## src/rtl/dcache_pkg.sv

```systemverilog
// Shared definitions for the direct-mapped, write-through data cache controller.
package dcache_pkg;

  localparam int unsigned ADDR_W_DEF = 7;
  localparam int unsigned DATA_W_DEF = 32;
  localparam int unsigned IDX_W_DEF  = 3;
  localparam int unsigned CNT_W      = 16;

  typedef enum logic [1:0] {
    IDLE    = 2'd0,
    RD_WAIT = 2'd1,
    WR_WAIT = 2'd2,
    WR_DONE = 2'd3
  } state_t;

endpackage

```

## src/rtl/dcache_array.sv

```systemverilog
// Line storage: valid bits, tags and one data word per line.
// Provides one combinational read port and one write port.
module dcache_array #(
  parameter int unsigned DATA_W = 32,
  parameter int unsigned IDX_W  = 3,
  parameter int unsigned TAG_W  = 4
) (
  input  logic              clk,
  input  logic              rst_n,
  input  logic [IDX_W-1:0]  rd_idx,
  output logic              rd_valid_c,
  output logic [TAG_W-1:0]  rd_tag_c,
  output logic [DATA_W-1:0] rd_data_c,
  input  logic              we,
  input  logic [IDX_W-1:0]  wr_idx,
  input  logic [TAG_W-1:0]  wr_tag,
  input  logic [DATA_W-1:0] wr_data
);

  localparam int unsigned LINES = 2 ** IDX_W;

  logic [LINES-1:0]  valid;
  logic [TAG_W-1:0]  tag_mem  [LINES];
  logic [DATA_W-1:0] data_mem [LINES];

  // Only the valid bits are cleared; stale tags/data are masked by valid.
  always_ff @(posedge clk) begin
    if (!rst_n) begin
      valid <= '0;
    end else if (we) begin
      valid[wr_idx] <= 1'b1;
    end
  end

  always_ff @(posedge clk) begin
    if (we) begin
      tag_mem[wr_idx]  <= wr_tag;
      data_mem[wr_idx] <= wr_data;
    end
  end

  assign rd_valid_c = valid[rd_idx];
  assign rd_tag_c   = tag_mem[rd_idx];
  assign rd_data_c  = data_mem[rd_idx];

endmodule

```

## src/rtl/dcache_ctrl.sv

```systemverilog
// Direct-mapped write-through, no-write-allocate data cache controller with
// blocking miss handling and saturating read hit/miss counters.
module dcache_ctrl
  import dcache_pkg::*;
#(
  parameter int unsigned ADDR_W = ADDR_W_DEF,
  parameter int unsigned DATA_W = DATA_W_DEF,
  parameter int unsigned IDX_W  = IDX_W_DEF
) (
  input  logic              clk,
  input  logic              rst_n,
  input  logic              core_cen,
  input  logic              core_wen,
  input  logic              core_oen,
  input  logic [ADDR_W-1:0] core_a,
  input  logic [DATA_W-1:0] core_wdata,
  output logic [DATA_W-1:0] core_rdata,
  output logic              core_stall,
  output logic              mem_req,
  output logic              mem_we,
  output logic [ADDR_W-1:0] mem_addr,
  output logic [DATA_W-1:0] mem_wdata,
  input  logic [DATA_W-1:0] mem_rdata,
  input  logic              mem_ack,
  output logic [CNT_W-1:0]  hit_cnt,
  output logic [CNT_W-1:0]  miss_cnt
);

  localparam int unsigned TAG_W = ADDR_W - IDX_W;

  state_t            state;
  state_t            prev_state;
  logic [ADDR_W-1:0] lat_addr;
  logic [DATA_W-1:0] lat_data;

  logic              req_wr_c;
  logic              req_rd_c;
  logic              hit_c;
  logic              rd_hit_c;
  logic              arr_we_c;
  logic              rd_valid_c;
  logic [IDX_W-1:0]  rd_idx_c;
  logic [TAG_W-1:0]  cmp_tag_c;
  logic [TAG_W-1:0]  rd_tag_c;
  logic [DATA_W-1:0] rd_data_c;
  logic [DATA_W-1:0] arr_wdata_c;

  assign req_wr_c = !core_cen && !core_wen;
  assign req_rd_c = !core_cen && core_wen && !core_oen;

  // Lookup uses the live core address in IDLE, the latched one while waiting.
  assign rd_idx_c  = (state == IDLE) ? core_a[IDX_W-1:0]        : lat_addr[IDX_W-1:0];
  assign cmp_tag_c = (state == IDLE) ? core_a[ADDR_W-1:IDX_W]   : lat_addr[ADDR_W-1:IDX_W];
  assign hit_c     = rd_valid_c && (rd_tag_c == cmp_tag_c);
  assign rd_hit_c  = (state == IDLE) && req_rd_c && hit_c;

  // Refill always allocates; a completed store only updates a line it hits.
  assign arr_we_c    = rst_n && mem_ack &&
                       ((state == RD_WAIT) || ((state == WR_WAIT) && hit_c));
  assign arr_wdata_c = (state == RD_WAIT) ? mem_rdata : lat_data;

  dcache_array #(
    .DATA_W (DATA_W),
    .IDX_W  (IDX_W),
    .TAG_W  (TAG_W)
  ) u_array (
    .clk        (clk),
    .rst_n      (rst_n),
    .rd_idx     (rd_idx_c),
    .rd_valid_c (rd_valid_c),
    .rd_tag_c   (rd_tag_c),
    .rd_data_c  (rd_data_c),
    .we         (arr_we_c),
    .wr_idx     (lat_addr[IDX_W-1:0]),
    .wr_tag     (lat_addr[ADDR_W-1:IDX_W]),
    .wr_data    (arr_wdata_c)
  );

  // Stall and load data must react in the request cycle, so they are combinational.
  always_comb begin
    core_stall = 1'b0;
    core_rdata = '0;
    if (rst_n) begin
      case (state)
        IDLE: begin
          core_stall = req_wr_c || (req_rd_c && !hit_c);
          if (rd_hit_c) begin
            core_rdata = rd_data_c;
          end
        end
        RD_WAIT, WR_WAIT: core_stall = 1'b1;
        default:          core_stall = 1'b0;
      endcase
    end
  end

  assign mem_addr  = lat_addr;
  assign mem_wdata = lat_data;

  always_ff @(posedge clk) begin
    if (!rst_n) begin
      state      <= IDLE;
      prev_state <= IDLE;
      lat_addr   <= '0;
      lat_data   <= '0;
      mem_req    <= 1'b0;
      mem_we     <= 1'b0;
      hit_cnt    <= '0;
      miss_cnt   <= '0;
    end else begin
      prev_state <= state;
      case (state)
        IDLE: begin
          if (req_wr_c) begin
            lat_addr <= core_a;
            lat_data <= core_wdata;
            mem_req  <= 1'b1;
            mem_we   <= 1'b1;
            state    <= WR_WAIT;
          end else if (req_rd_c && !hit_c) begin
            lat_addr <= core_a;
            mem_req  <= 1'b1;
            mem_we   <= 1'b0;
            state    <= RD_WAIT;
            if (miss_cnt != '1) begin
              miss_cnt <= miss_cnt + CNT_W'(1);
            end
          end else if (rd_hit_c && (prev_state != RD_WAIT) && (hit_cnt != '1)) begin
            hit_cnt <= hit_cnt + CNT_W'(1);
          end
        end
        RD_WAIT: begin
          if (mem_ack) begin
            mem_req <= 1'b0;
            state   <= IDLE;
          end
        end
        WR_WAIT: begin
          if (mem_ack) begin
            mem_req <= 1'b0;
            mem_we  <= 1'b0;
            state   <= WR_DONE;
          end
        end
        WR_DONE: state <= IDLE;
        default: state <= IDLE;
      endcase
    end
  end

endmodule

```

## config.mk

```make
export PLATFORM = sky130hd
export DESIGN_NAME = dcache_ctrl
export DESIGN_NICKNAME = d
export VERILOG_FILES = /design/src/rtl/dcache_pkg.sv /design/src/rtl/dcache_array.sv /design/src/rtl/dcache_ctrl.sv
export SDC_FILE = /design/constraint.sdc
export NUM_CORES = 1
export LEC_CHECK = 0
export ABC_AREA = 1
export CAP_MARGIN = 30
export CORE_UTILIZATION = 57
export CTS_CLUSTER_DIAMETER = 60
export DETAILED_ROUTE_END_ITERATION = 16
export MAX_ROUTING_LAYER = met4
export PLACE_DENSITY_LB_ADDON = 0.2
export SYNTH_ARGS = -nofsm -noshare
export SYNTH_HDL_FRONTEND = slang
export SYNTH_HIERARCHICAL = 1
export SYNTH_SLANG_ARGS = --single-unit
```

## constraint.sdc

```tcl
create_clock -name clk -period 5.5 [get_ports clk]
set_input_delay 1.1 -clock clk [delete_from_list [all_inputs] [get_ports clk]]
set_output_delay 1.1 -clock clk [all_outputs]
set_load 0.1 [all_outputs]
```

==> metrics.cfg, run 1 <==
[detailed_routing]
drt_pass1_iterations=7
wirelength_um=41730
drc_errors=0
ant_nets=0
via_per_inst=5.159
vias=13475
wl_per_cell_um=15.98
drt_first_iter_violations=1115

[sta]
finalSetupTns_ns=0
finalCritPeriodShare=0.9350
worstMarginPinSlew_ns=1.034
timing.final.hold_violations=0
max_freq_mhz=194.5
setup_viol=0
rsz0062_at_grt=no
slew_violations=0
clock_skew_ns=0.01232
period_needed_ns=5.143
max-slew-margin-rel=0.3086

[synth]
synth_warnings=6
synth_ff_type=edfxtp_1
syn_nets=2108
postSynthCellCount=2025
yosysUniqueCellTypes=39
synth.avg_cell_area_um2=8.684
ys_ff_latch=373
async_flop_share=0
netlist_area_um2=17590
synth_edf_count=288
ys_seq_area_frac=0.5885

[worst_hold_path]
hold_depth=2
worst_hold_path_type=reg -> reg

[pwr]
pwr_density_cell_nw_per_um2=462.8
ir_drop_mv=0.3826
p_leak_nw=9.529

[placed_design]
dpl.hpwl_um=24930
gp_congestion=0.9059
numPortBuffers=182
place_inst=2542

[layout]
nets=2276
drive_above_1_share=0.08686
area_growth_pct=21.42
stdcell_count=2612
fill_cells=2241
n_antenna_cell=0

[worst_setup_path]
startpoint=state[0]
path_cells=inv_1, ha_1, buf_4, inv_2, nand2_1, nand2_2, inv_2, nand3_1, nand2_1, nand2_1, nand2_1, nand3_1, nand2_1, nor2_4, nand3_4, nor2_8, nand2_4, nor2_1, buf_12
critical_path.max_fanout=32
r2r-end=u_array/data_mem[2][10]
cp_num_cells=19
startpoint_type=register
crit_path_end_kind=output pin
cp.required_ns=4.40
crit_end=core_rdata[31]
crit_family=simple AND/OR/NAND/NOR gates
path_class=reg -> out
worstRegToRegCells=23
r2r_setup_slack_ns=1.23
reg2reg_from=state[0]
critical_path.max_stage_delay_ns=0.39
arrival_ns=4.04
critPathSlowestCell=dfxtp_1
worst-path-buf-inv=5
crit_top_cell=nand2_1

[status]
status=finished clean

[cts]
worstSkewPairLatency_ns=0.52
clkSlewWorstSetupHoldPaths_ns=0.06
cts_tree=yes
cts_resized=0
cts.sinks=373
holdBufCountCts=0
numCtsBuffers=39
clock_path_buffers=3
cts.htree.levels=2
cts_setup_buffers=0
clockRootBuffer=clkbuf_16

[die]
die_h_um=177.6
core_area_um2=30030
fp-row-count=63
die_w_um=177.6
start_util=0.5856
num_io_pins=183
die_area_um2=31560

[grt]
grt-ovfl-total=0
antenna_found_initial=0
grt_usage=0.2793
grt_pass1_wl_um=66280
grt_pass1_vias=12842
grt_start_max_net_pins=77

[run]
maxCapViolCount=0

-- tightest hold or removal path: stages (launching register included) --
cell     delay (ns)
dfxtp_1        0.31
nand2_1        0.06
a21oi_1        0.05
-- cells by family (layout without fill, tap and decap cells) --
kind of cell / Yosys count / count (layout) / share of synthesized area
xor gates and xnor gates: 22 / 22 / 0.01138
AOI/OAI and AO/OA: 90 / 90 / 0.03010
buffers and inverters: 476 / 673 / 0.1132
and+or+nand+nor: 1058 / 1058 / 0.2525
DFF: 373 / 373 / 0.5885
adders and majority gates: 6 / 6 / 0.004269
-- power by group --
| part | internal, W | switching, W | total [W] |
|---|---|---|---|
| Sequential | 0.00340 | 0.0000906 | 0.00349 |
| Combinational | 0.000972 | 0.00267 | 0.00364 |
| Clock | 0.00170 | 0.00104 | 0.00274 |
| Total | 0.00608 | 0.00380 | 0.00988 |
-- state kept, by name (all words and copies together) (netlist names) --
register / cells
mem_wdata: 32
mem_req: 1
u_array/tag_mem: 32
u_array/data_mem: 256
hit_cnt: 16
prev_state: 2
u_array/valid: 8
miss_cnt: 16
mem_addr: 7
mem_we: 1
state: 2
-- routing by layer --
layer / vias up / track usage / part of all wire
met5: - / - / 0
met2: 525 / 0.4552 / 0.49
met4: 0 / 0.07728 / 0.020
met1: 6292 / 0.3647 / 0.41
li1: 6588 / - / -
met3: 70 / 0.04220 / 0.076
-- area by class of cell --
cell class / count / area [um2] / area share
well taps: 390 / 488.0 / 0.02285
clock buffers: 59 / 1134 / 0.05309
flip-flops and latches: 373 / 10350 / 0.4847
multi-input cells: 1176 / 5265 / 0.2466
inverters: 389 / 1463 / 0.06850
clock inverters: 11 / 202.7 / 0.009493
repair buffers: 214 / 2450 / 0.1147
-- layout by cell type, fill, tap and decap left out, types with 3 or more instances in the layout --
cell and instances:
o21ai_0 45, clkinv_1 4, nor2_4 3, edfxtp_1 288
nand3_1 177, nand2_4 5, buf_4 27, inv_1 382
dfxtp_1 85, ha_1 5, nor3_1 14, bufinv_16 6
clkbuf_1 14, clkbuf_16 41, nand2_2 23, buf_12 38
xor2_1 14, clkbuf_8 4, xnor2_1 7, nand2_1 663
clkdlybuf4s50_1 148, clkinv_2 3, a21oi_1 22, nand3_2 8
nor2_1 153, inv_2 4, a21oi_2 18, nand4_1 3
-- metrics by stage --
step                cell area (um2)  hold slack [ns]  total power (W)  setup WS [ns]    util
floorplan                     17590           0.4354         0.006277         0.4005       -
global placement              20020           0.4525         0.007093         0.4988  0.6665
detailed placement            20020           0.4539         0.007174         0.3688  0.6665
CTS                           21350           0.4630         0.009917         0.3764  0.7110
global route                  21350           0.4906          0.01041        0.08933  0.7110
finish                        21350           0.4606         0.009881         0.3574  0.7110
-- synthesized netlist by cell type (6+ instances only) --
cell type | instances | area [um2]
nand2_1 | 665 | 2496
inv_1 | 383 | 1438
edfxtp_1 | 288 | 8648
nand3_1 | 177 | 885.9
nor2_1 | 154 | 578.1
dfxtp_1 | 85 | 1702
o21ai_0 | 45 | 225.2
buf_2 | 30 | 150.1
clkbuf_1 | 26 | 97.59
a21oi_1 | 22 | 110.1
nand2_2 | 22 | 137.6
a21oi_2 | 18 | 157.7
buf_4 | 15 | 112.6
nor3_1 | 14 | 70.07
xor2_1 | 14 | 122.6
buf_6 | 11 | 123.9
nand3_2 | 8 | 80.08
xnor2_1 | 7 | 61.31
ha_1 | 6 | 75.07
-- worst min path at each step --
stage	end	startpoint	slack (ns)
after floorplan	u_array/valid[0]	u_array/valid[0]	0.44
after global placement	mem_we	mem_we	0.45
after detailed placement	mem_req	mem_req	0.45
after CTS	mem_req	mem_req	0.46
after global routing	mem_req	mem_req	0.49
final	mem_req	mem_req	0.46
Note: power is estimated with default switching activity, not from simulation.
==> inputs of run 2 (changes only) <==
Settings changed: CORE_MARGIN set to 2.
==> run 2 against run 1 <==
Critical endpoint is now core_rdata[30]. Utilization shrank 1.3 points. Clock power fell by 7%. Wire length increased by 2.9%. Setup slack improved by 0.064 ns. Clock-buffer cell count up 1.
==> metrics.cfg, run 2 (same netlist as run 1, synthesis figures left out) <==
[status]
status=finished clean

[layout]
nets=2282
area_growth_pct=21.10
stdcell_count=2628
largest_register_ffs=256
final_common_cell=nand2_1
drive_above_1_share=0.08875
final_cell_mix=nand2_1 (663), inv_1 (382), edfxtp_1 (288)
fin_area_um2=21300
regMostFlops=u_array/data_mem

[grt]
grt_usage=0.2728
grt_pass1_vias=13362
grt-ovfl-total=0
grt_start_max_net_pins=63
grt_pass1_wl_um=68500
antenna_found_initial=1

[placed_design]
dpl.hpwl_um=26210
detailed_place.area_um2=19990
place_inst=2550
numPortBuffers=182
pre_cts_slack_ns=0.1084
gp_congestion=0.8804

[pwr]
total_power_w=0.009712
pwr-share-clk=0.263
power.switching_w=0.003855
swShare=0.3970
p_leak_nw=9.507
p_comb_frac=0.376
pwr_density_cell_nw_per_um2=456.0
p_int_w=0.005856
ir_drop_mv=0.3953
seqPwrFrac=0.361

[worst_setup_path]
crit_top_cell=nand2_1
startpoint_type=input port
path_class=in -> out
crit_family=simple AND/OR/NAND/NOR gates
critPathSlowestCell=clkdlybuf4s50_1
arrival_ns=3.98
crit_path_end_kind=output pin
path_cells=clkdlybuf4s50_1, nand2_1, nand2_4, buf_4, nand2_1, nand3_1, nand2_1, nand2_1, nand2_1, nand3_1, nand2_1, nor2_4, nand3_4, nor2_8, nand2_8, nor2_1, buf_12
cp.required_ns=4.40
worst-path-buf-inv=3
critical_path.max_stage_delay_ns=0.51
critical_path.max_fanout=32

[cts]
cts.sinks=373
clock_path_buffers=3
cts.htree.levels=2
clkSlewWorstSetupHoldPaths_ns=0.06
cts_tree=yes
worstSkewPairLatency_ns=0.53
clockRootBuffer=clkbuf_16
numCtsBuffers=40
holdBufCountCts=0

[detailed_routing]
drc_errors=0
via_per_inst=5.132
vias=13488
drt_first_iter_violations=1084
drt_pass1_iterations=5
wl_per_cell_um=16.34
ant_nets=0
wirelength_um=42940

[die]
die_h_um=179.6
core_area_um2=30510
num_io_pins=183
die_w_um=179.6
fp-row-count=64
die_area_um2=32270
start_util=0.5764

[sta]
finalCritPeriodShare=0.9235
clock_skew_ns=0.01693
max_freq_mhz=196.9
worstMarginPinSlew_ns=1.015
slew_violations=0
timing.final.hold_violations=0
max-slew-margin-rel=0.3211
fin_ws_ns=0.4210
finalSetupTns_ns=0
period_needed_ns=5.079
setup_viol=0
rsz0062_at_grt=no

[worst_hold_path]
worst_hold_path_type=reg -> reg

[run]
maxCapViolCount=0

## run 2: routing by layer
metal  vias to the layer above  global-route usage  share of wire
met5                         -                   -              0
met4                         0             0.08878          0.024
met3                        78             0.03444          0.066
met2                       515              0.4584           0.50
met1                      6289              0.3454           0.41
li1                       6606                   -              -
## run 2: final timing paths
path | cells after the start | slack, ns | to | start
max | 17 | 0.42 | core_rdata[30] | core_a[0]
min | 2 | 0.46 | u_array/valid[6] | u_array/valid[6]
max reg2reg | 23 | 1.22 | u_array/data_mem[2][0] | state[0]
min reg2reg | 2 | 0.46 | u_array/valid[6] | u_array/valid[6]
## run 2: worst min-delay path, cell delays in order, from the launching register on
cell	delay, ns
dfxtp_1	0.29
inv_1	0.06
a21oi_1	0.06
## run 2: final cells by class
cell class	instances	area (um2)
Inverter	389	1465
Multi-Input combinational cell	1176	5274
Clock inverter	14	91.34
Fill cell	2294	9214
Tap cell	396	495.5
Clock buffer	60	1180
Sequential cell	373	10350
Timing Repair Buffer	219	2437
Antenna cell	1	2.502
## run 2: timing repair
item	4_1_cts	5_1_grt
endpoints found under the setup margin	0	32
gates resized for setup	0	3
setup buffers	0	3
## run 2: power by group through the flow
stage	clock [W]	sequential (W)	combinational [W]
floorplan	0	0.00399	0.00228
global placement	0	0.00355	0.00352
detailed placement	0	0.00356	0.00361
CTS	0.00259	0.00350	0.00363
global route	0.00269	0.00352	0.00402
finish	0.00256	0.00350	0.00365
## run 2: per-stage QoR
step	util	hold WS (ns)
detailed placement	0.6551	0.4531
CTS	0.6967	0.4609
finish	0.6980	0.4610
floorplan	-	0.4354
global route	0.6980	0.4967
global placement	0.6551	0.4562
==> inputs of run 3 (changes only) <==
Settings changed: REMOVE_ABC_BUFFERS set to 1.
==> run 3 against run 2 <==
Setup slack got worse by 0.14 ns. Power rose by 1.2%. Via count down 0.59%. Wire length down 1.9%. Flip-flop and latch count unchanged. Highest routed layer unchanged. Clock skew fell by 0.0014 ns. Largest power group unchanged. Largest cell class unchanged. Clock power rose by 4%. Critical path depth stayed put. Fmax down 2.7%. First-iteration DRC count up 2.0%. Cell count fell by 0.46%.
==> metrics.cfg, run 3 (same netlist as run 1, synthesis figures left out) <==
[pwr]
p_comb_frac=0.375
seqPwrFrac=0.356
p_int_w=0.005954
ir_drop_mv=0.3338
swShare=0.3939
pwr_density_cell_nw_per_um2=461.4
pwr-share-clk=0.269
p_leak_nw=9.471
power.switching_w=0.003870

[layout]
largest_register_ffs=256
final_cell_mix=nand2_1 (661), inv_1 (375), edfxtp_1 (288)
final_common_cell=nand2_1
area_growth_pct=21.10
drive_above_1_share=0.09054
stdcell_count=2616
regMostFlops=u_array/data_mem
nets=2273
n_antenna_cell=0

[worst_setup_path]
worstRegToRegCells=25
startpoint_type=input port
cp.required_ns=4.40
r2r-end=u_array/data_mem[4][2]
path_class=in -> out
critical_path.max_fanout=38
r2r_setup_slack_ns=1.21
reg2reg_from=state[0]
startpoint=core_a[0]
arrival_ns=4.12
crit_path_end_kind=output pin
crit_end=core_rdata[19]

[die]
fp-row-count=64
core_area_um2=30510
die_w_um=179.6
die_area_um2=32270
die_h_um=179.6
start_util=0.5764
num_io_pins=183

[cts]
worstSkewPairLatency_ns=0.53
numCtsBuffers=40
cts.sinks=373
cts_resized=0
cts.htree.levels=2
cts_setup_buffers=0
cts_tree=yes
clock_path_buffers=3
clkSlewWorstSetupHoldPaths_ns=0.06
holdBufCountCts=0
clockRootBuffer=clkbuf_16

[grt]
grt_usage=0.2661
antenna_found_initial=0
grt_start_max_net_pins=75
grt-ovfl-total=0
grt_pass1_vias=13150
grt_pass1_wl_um=67210

[sta]
period_needed_ns=5.220
timing.final.hold_violations=0
max-slew-margin-rel=0.3214
slew_violations=0
holdWs_ns=0.4651
finalSetupTns_ns=0
setup_viol=0
rsz0062_at_grt=no
worstMarginPinSlew_ns=1.015
max_freq_mhz=191.6
finalCritPeriodShare=0.9491
clock_skew_ns=0.01552

[detailed_routing]
drt_first_iter_violations=1106
drt_pass1_iterations=5
vias=13408
drc_errors=0
via_per_inst=5.125
wl_per_cell_um=16.11
ant_nets=0
wirelength_um=42140

[run]
maxCapViolCount=0

[worst_hold_path]
hold_depth=2
worstHoldStart=u_array/valid[3]
worst_hold_path_type=reg -> reg

[placed_design]
numPortBuffers=182
place_inst=2544
gp_congestion=0.8743
dpl.hpwl_um=24520

[status]
status=finished clean

## run 3: changes by cell type in the layout (fill, tap and decap cells not counted), moves of 3 or more
cell / before / now
buf_4: 36 / 22
inv_2: 4 / 12
inv_1: 382 / 375
clkinv_1: 9 / 3
buf_12: 34 / 39
bufinv_16: 0 / 4
clkinv_2: 2 / 6
clkbuf_8: 4 / 1
## run 3: how the worst min path moves through the flow
stage                     slack, ns                to
after floorplan                0.44  u_array/valid[0]
after global placement         0.45  u_array/valid[3]
after detailed placement       0.45  u_array/valid[3]
after CTS                      0.46  u_array/valid[3]
after global routing           0.49  u_array/valid[3]
final                          0.47  u_array/valid[3]
## run 3: metrics by stage
step           worst slack, ns  instance area [um2]  utilization  power, W
3_5_place_dp            0.4137                20020       0.6560  0.007193
3_3_place_gp            0.4829                20020       0.6560  0.007119
6_report                0.2802                21300       0.6980  0.009825
2_1_floorplan           -3.547                17060            -  0.006123
5_1_grt                0.06425                21300       0.6980   0.01035
4_1_cts                 0.3237                21300       0.6980  0.009843
## run 3: worst max-delay path, stage by stage
cell	delay (ns)
clkdlybuf4s50_1	0.46
nand2_1	0.13
nand2_4	0.17
inv_4	0.36
nand2_1	0.13
nand3_1	0.11
nand2_1	0.07
nand2_1	0.06
nand2_1	0.07
nand3_1	0.09
nand2_1	0.09
nor2_4	0.13
nand3_4	0.15
nor2_8	0.13
nand2_4	0.27
nor2_1	0.35
buf_12	0.22
## run 3: layout make-up
cell class                      count  area (um2)
Clock buffer                       56        1092
Clock inverter                     16       187.7
Fill cell                        2277        9214
Inverter                          389        1463
Multi-Input combinational cell   1176        5275
Sequential cell                   373       10350
Tap cell                          396       495.5
Timing Repair Buffer              210        2432
## run 3: metal layers
layer / GRT usage / share of wire / vias up
li1: - / - / 6590
met1: 0.3433 / 0.43 / 6291
met2: 0.4477 / 0.49 / 461
met3: 0.03809 / 0.058 / 66
met4: 0.06407 / 0.017 / 0
met5: - / 0 / -
## run 3: power by group through the flow
| stage | combinational, W | clock (W) | sequential (W) |
|---|---|---|---|
| after floorplan | 0.00213 | 0 | 0.00399 |
| after global placement | 0.00357 | 0 | 0.00355 |
| after detailed placement | 0.00364 | 0 | 0.00356 |
| after CTS | 0.00368 | 0.00267 | 0.00350 |
| after global routing | 0.00406 | 0.00278 | 0.00351 |
| final | 0.00368 | 0.00265 | 0.00350 |
